`config.mk`:
```
export PLATFORM = sky130hd
export DESIGN_NAME = dff_mem_arbiter
export DESIGN_NICKNAME = d
export VERILOG_FILES = /design/src/rtl/dff_mem_arbiter.sv
export SDC_FILE = /design/constraint.sdc
export NUM_CORES = 1
export LEC_CHECK = 0
export CORE_ASPECT_RATIO = 1.2
export CORE_MARGIN = 2
export CORE_UTILIZATION = 39
export DETAILED_ROUTE_END_ITERATION = 10
export GPL_TIMING_DRIVEN = 0
export MAX_ROUTING_LAYER = met4
export PLACE_DENSITY_LB_ADDON = 0.3
export SLEW_MARGIN = 20
export SYNTH_ARGS = -nofsm -noshare
export SYNTH_HDL_FRONTEND = slang
export SYNTH_SLANG_ARGS = --single-unit
```
`constraint.sdc`:
```
create_clock -name clk -period 2.2 [get_ports clk]
set_input_delay 0.44 -clock clk [delete_from_list [all_inputs] [get_ports clk]]
set_output_delay 0.44 -clock clk [all_outputs]
set_load 0.02 [all_outputs]
```
`src/rtl/dff_mem_arbiter.sv`:
```
// rtl/dff_mem_arbiter.sv - two-port round-robin arbiter/sequencer for the 16-byte DFF RAM (optional write protect: DFF_MEM_ARB_WPROT_EN)
module dff_mem_arbiter #(
   parameter int ADDR_W     = 4,
   parameter int DATA_W     = 8,
   parameter int WPROT_BASE = 12
) (
   input  logic              clk,
   input  logic              rst_n,
   input  logic              p0_req_valid,
   input  logic              p0_req_we,
   input  logic [ADDR_W-1:0] p0_req_addr,
   input  logic [DATA_W-1:0] p0_req_wdata,
   output logic              p0_req_ready,
   output logic              p0_rsp_valid,
   input  logic              p1_req_valid,
   input  logic              p1_req_we,
   input  logic [ADDR_W-1:0] p1_req_addr,
   input  logic [DATA_W-1:0] p1_req_wdata,
   output logic              p1_req_ready,
   output logic              p1_rsp_valid,
   output logic [DATA_W-1:0] rsp_rdata,
   output logic              rsp_err,
   output logic              busy,
   output logic [ADDR_W-1:0] mem_addr,
   output logic [DATA_W-1:0] mem_wdata,
   output logic              mem_rin,
   output logic              mem_rout_n,
   input  logic [DATA_W-1:0] mem_rdata
);

   typedef enum logic [1:0] {
      IDLE   = 2'd0,
      ISSUE  = 2'd1,
      RDWAIT = 2'd2,
      RESP   = 2'd3
   } state_t;

   state_t            state;
   logic              last_grant;
   logic              owner;
   logic              lat_we;
   logic              lat_prot;
   logic              grant_p0;
   logic              grant_p1;
   logic              sel_we;
   logic              sel_prot;
   logic [ADDR_W-1:0] sel_addr;
   logic [DATA_W-1:0] sel_wdata;

   // Winner selection: only in IDLE; on contention the port that did not win last time goes first
   always_comb begin
      grant_p0 = 1'b0;
      grant_p1 = 1'b0;
      if (state == IDLE) begin
         if (p0_req_valid && p1_req_valid) begin
            if (last_grant) grant_p0 = 1'b1;
            else            grant_p1 = 1'b1;
         end else if (p0_req_valid) begin
            grant_p0 = 1'b1;
         end else if (p1_req_valid) begin
            grant_p1 = 1'b1;
         end
      end
   end

   assign p0_req_ready = grant_p0;
   assign p1_req_ready = grant_p1;

   // Payload of the winning port, sampled only on the accept edge
   assign sel_we    = grant_p1 ? p1_req_we    : p0_req_we;
   assign sel_addr  = grant_p1 ? p1_req_addr  : p0_req_addr;
   assign sel_wdata = grant_p1 ? p1_req_wdata : p0_req_wdata;

`ifdef DFF_MEM_ARB_WPROT_EN
   localparam logic [ADDR_W-1:0] WPROT_ADDR = ADDR_W'(WPROT_BASE);
   assign sel_prot = sel_we && (sel_addr >= WPROT_ADDR);
`else
   assign sel_prot = 1'b0;
`endif

   // Sequencer: accept -> ISSUE -> (RDWAIT for reads) -> RESP; all outputs registered
   always_ff @(posedge clk or negedge rst_n) begin
      if (!rst_n) begin
         state        <= IDLE;
         last_grant   <= 1'b1;
         owner        <= 1'b0;
         lat_we       <= 1'b0;
         lat_prot     <= 1'b0;
         busy         <= 1'b0;
         p0_rsp_valid <= 1'b0;
         p1_rsp_valid <= 1'b0;
         rsp_err      <= 1'b0;
         rsp_rdata    <= '0;
         mem_addr     <= '0;
         mem_wdata    <= '0;
         mem_rin      <= 1'b0;
         mem_rout_n   <= 1'b1;
      end else begin
         // Command pins and response pulses default to idle so each lasts exactly one cycle
         p0_rsp_valid <= 1'b0;
         p1_rsp_valid <= 1'b0;
         rsp_err      <= 1'b0;
         mem_rin      <= 1'b0;
         mem_rout_n   <= 1'b1;
         case (state)
            IDLE: begin
               if (grant_p0 || grant_p1) begin
                  owner      <= grant_p1;
                  last_grant <= grant_p1;
                  lat_we     <= sel_we;
                  lat_prot   <= sel_prot;
                  mem_addr   <= sel_addr;
                  mem_wdata  <= sel_wdata;
                  busy       <= 1'b1;
                  state      <= ISSUE;
                  if (sel_we) begin
                     if (!sel_prot) mem_rout_n <= 1'b0;
                  end else begin
                     mem_rin <= 1'b1;
                  end
               end
            end
            ISSUE: begin
               if (lat_we) begin
                  p0_rsp_valid <= ~owner;
                  p1_rsp_valid <= owner;
                  rsp_err      <= lat_prot;
                  state        <= RESP;
               end else begin
                  state <= RDWAIT;
               end
            end
            RDWAIT: begin
               rsp_rdata    <= mem_rdata;
               p0_rsp_valid <= ~owner;
               p1_rsp_valid <= owner;
               state        <= RESP;
            end
            RESP: begin
               busy  <= 1'b0;
               state <= IDLE;
            end
            default: begin
               busy  <= 1'b0;
               state <= IDLE;
            end
         endcase
      end
   end

endmodule

```
### Word-level counts from Yosys, hierarchy flattened

Cells that the tools add are included.

* register bits: 30
* bits of input ports: 38
* logic and storage cells: 49

* reduce and logical (&&, ||, !) cells: 6
* equal/unequal tests: 4
* mux-type cells: 26
* bitwise operators: 1

Operators by type and width (count)
* $mux 1: 19
* $mux 8: 1
* $pmux 2 s4: 1
* $pmux 1 s2: 3
* $eq 2x2->1 const B: 2
* $mux 4: 1
* $reduce_and 2->1: 2
* $eq 2x1->1 const B: 1
* $logic_not 2->1: 1
* $mux 2: 1
* $ne 2x1->1 const B: 1
* $reduce_bool 2->1: 1
* $logic_and 1x1->1: 1
* $logic_or 1x1->1: 1
* $not 1->1: 1

### Longest topological paths before layout

* depth after elaboration: 8
* depth in mapped cells: 6

### Worst setup path before layout

Ideal clock, no wire load.

* kind: register to output
* start point: reg state[0]
* end point: out p0_req_ready
* arrival time: 1.214 ns
* required time: 1.760 ns
* setup slack: 0.546 ns
* stages on the path, launching flop included: 6
* path through: dfrtp_1 > inv_1 > ha_1 > nand2_1 > a21oi_2 > buf_2

* longest elaborated chain between the ends: 2

RTL lines
* start: declaration: line 38 `state_t state;`
* start signal: assignment: line 84 `state <= IDLE;`
* start signal: assignment: line 115 `state <= ISSUE;`
* start signal: assignment: line 128 `state <= RESP;`
* $logic_not 2->1: line 54 `if (state == IDLE) begin`
* $mux 1: line 54
* end: declaration: line 13 `output logic p0_req_ready,`

Every way passes these cells.

### Worst setup path after layout

* start point: reg state[0]
* end point: out p1_req_ready

* longest elaborated chain between the ends: 2

RTL lines
* $logic_not 2->1: line 54
* $mux 1: line 54
* end: declaration: line 19 `output logic p1_req_ready,`

Every way passes these cells.

==> run metrics <==
Mean Syn Cell Area=12.8 um2; library cells used by synthesis=29; Tcrit/Tclk final=0.958; PD cells=1510 nW/um2; DR vias=1,086; Syn. warnings=0; Final Wtd Congestion=0.750; Max-Cap Viols=0; Final Hold Viols=0; DR WL/cell=16.2 um; hold_ws=0.187 ns; Design Area, Final=2210 um2; GRT Util Overall=0.208; Post-Route WL=3510 um; Post-Place Cell Area=2010 um2; die footprint=3890 um2; starting density of the core=0.402; top_reg_cell synth=dfrtp_1; vias per cell=5.03; Synth Cell Area=1330 um2; largest net degree at the start of global routing=31; core box area=3310 um2; post-synth top area share=0.527; Slew Viols, Final=0; Die Y=67.9 um; initial antenna violation count=0; H-tree depth=2; CP arrival=1.67 ns; crit path kind=reg2out; drt first pass iters=4; Final min period=2.11 ns; Iter 0 DRT Violations=36; status=complete, no violations; Reg clk slew, reported paths=0.06 ns; antenna cells=0; CP startpoint kind=flip-flop; RSZ-0062 raised after global routing=false; f_max=475 MHz; CP required=1.76 ns; Post-Syn Nets=147; Synth area leaders=dfrtp_1, a221o_1, mux2_2, and2_1, ha_1; vias in the first global route=1,228; worst vdd ir=0.000992 V; clk_lat worst skew=0.28 ns; total CTS buffers=5; Die Wd=57.3 um; Rows=23; first-pass GRT wire length=5760 um; CTS Hold Bufs=0; drt drc=0; switching share of power=0.339; CTS max path bufs=2; synthesized flop and latch total=30; async set-reset flop share out of synthesis=1.00; sequential share of the synthesized area=0.567; Synth area leader=dfrtp_1; worst clock skew=0.00285 ns; Internal=2.20 mW; layout filler cell count=276; Flop pwr share=0.290; gr ovfl total=0; Slew HR=0.557; crit-path max FO=10; CP Capture Type=output pin; Clk pwr share=0.208; Hold Crit Class=in2async; CTS Sinks=30; Leak=0.959 nW; # IOs=66; Combinational Power Share=0.502; post-route ant nets=0; share of layout cells above drive strength 1=0.207; Tightest Pin Transition=0.664 ns; # port buffers=64; number of synthesized flops with an enable pin=0; final core occ=0.667; Syn-to-layout area delta=66.0%; count leader, synth=dfrtp_1; hpwl dp=2600 um; final net count=221; Post-synth top cells=dfrtp_1, and2_1, a221o_1; final setup fails=0; clk root buf=clkbuf_8; Net Switching=1.13 mW; Synth Instances=104; CTS tree=built
## kinds of logic (layout without fill, tap and decap cells)
kind of cell | after synthesis | count (layout) | synth area share
AND/OR/NAND/NOR | 25 | 25 | 0.112
other | 1 | 1 | 0.00282
AO/OA/AOI/OAI | 23 | 23 | 0.148
adder cells (fa/ha/maj) | 5 | 5 | 0.0471
multiplexers | 10 | 10 | 0.0847
buffers and inverters | 10 | 85 | 0.0386
flip-flops | 30 | 30 | 0.567
## placed cells by master (no fill, tap or decap), drive strengths merged
cell type	instances
nor2	4
clkdlybuf4s50	59
and3	1
nand2	2
nor3b	1
ha	5
a221o	12
o31ai	2
o22a	1
conb	1
clkbuf	7
clkdlybuf4s15	2
mux2	10
a21oi	2
nor3	1
dlygate4sd2	1
and2	15
o21a	1
inv	5
dfrtp	28
a21boi	1
o21ai	3
o31a	1
nand2b	1
dlymetal6s2s	1
bufinv	2
dfstp	2
buf	8
## area by class of cell
type | instances | area [um2] | area share
sequential | 30 | 753 | 0.341
buffer | 5 | 38.8 | 0.0176
clock inverter | 2 | 60.1 | 0.0272
clock buffer | 6 | 82.6 | 0.0374
inverter | 5 | 18.8 | 0.00851
tap | 37 | 46.3 | 0.0210
timing repair buffer | 67 | 662 | 0.300
multi-input combinational | 64 | 544 | 0.247
## sequential cells by signal, indices dropped and copies added (netlist names)
register,flops
mem_wdata,8
p0_rsp_valid,1
last_grant,1
rsp_rdata,8
mem_rout_n,1
owner,1
p1_rsp_valid,1
mem_addr,4
lat_we,1
busy,1
mem_rin,1
state,2
## stage by stage
stage,power [mW],cells,setup WS (ns),TNS (ns)
after CTS,3.34,216,0.0106,0
final,3.33,216,0.0928,0
after floorplan,1.87,104,0.546,0
after global routing,3.54,216,0.00540,0
after global placement,2.50,205,-0.467,-0.805
after detailed placement,2.57,205,-0.502,-0.849
## per-layer routing
layer  wire length, um  track usage  vias up
met5                 0            -        -
met4                60       0.0872        0
met3               207       0.0548        7
met2              1880        0.366       47
met1              1360        0.224      515
li1                  -            -      517
## repair_timing
item                       in CTS  in global routing
setup endpoints to repair       2                  2
gates cloned                    0                  0
resized for setup              12                  3
hold endpoints to repair        0                  0
buffers inserted                3                  0
## worst paths after layout
path | start | to | slack [ns] | cells past startpoint
hold reg to reg | owner | p0_rsp_valid | 0.47 | 1
min in group clk | owner | p0_rsp_valid | 0.47 | 1
setup reg to reg | state[0] | state[1] | 0.57 | 4
max in group asynchronous | rst_n | rsp_rdata[1] | 1.59 | 1
hold / removal | rst_n | mem_addr[3] | 0.19 | 1
setup / recovery | state[0] | p1_req_ready | 0.09 | 6
## power groups by stage
stage / logic [mW] / clock network, mW / registers [mW]
5_1_grt: 1.81 / 0.728 / 1.00
2_1_floorplan: 0.631 / 0 / 1.24
4_1_cts: 1.67 / 0.702 / 0.967
6_report: 1.67 / 0.694 / 0.965
3_5_place_dp: 1.58 / 0 / 0.988
3_3_place_gp: 1.53 / 0 / 0.969
## critical path: stages (launching register included)
cell and delay [ns]:
dfrtp_1 0.39, inv_2 0.10, ha_4 0.16, and2_4 0.16, and2_4 0.16, buf_6 0.14, clkdlybuf4s15_2 0.26
Note: power is estimated with default switching activity, not from simulation.
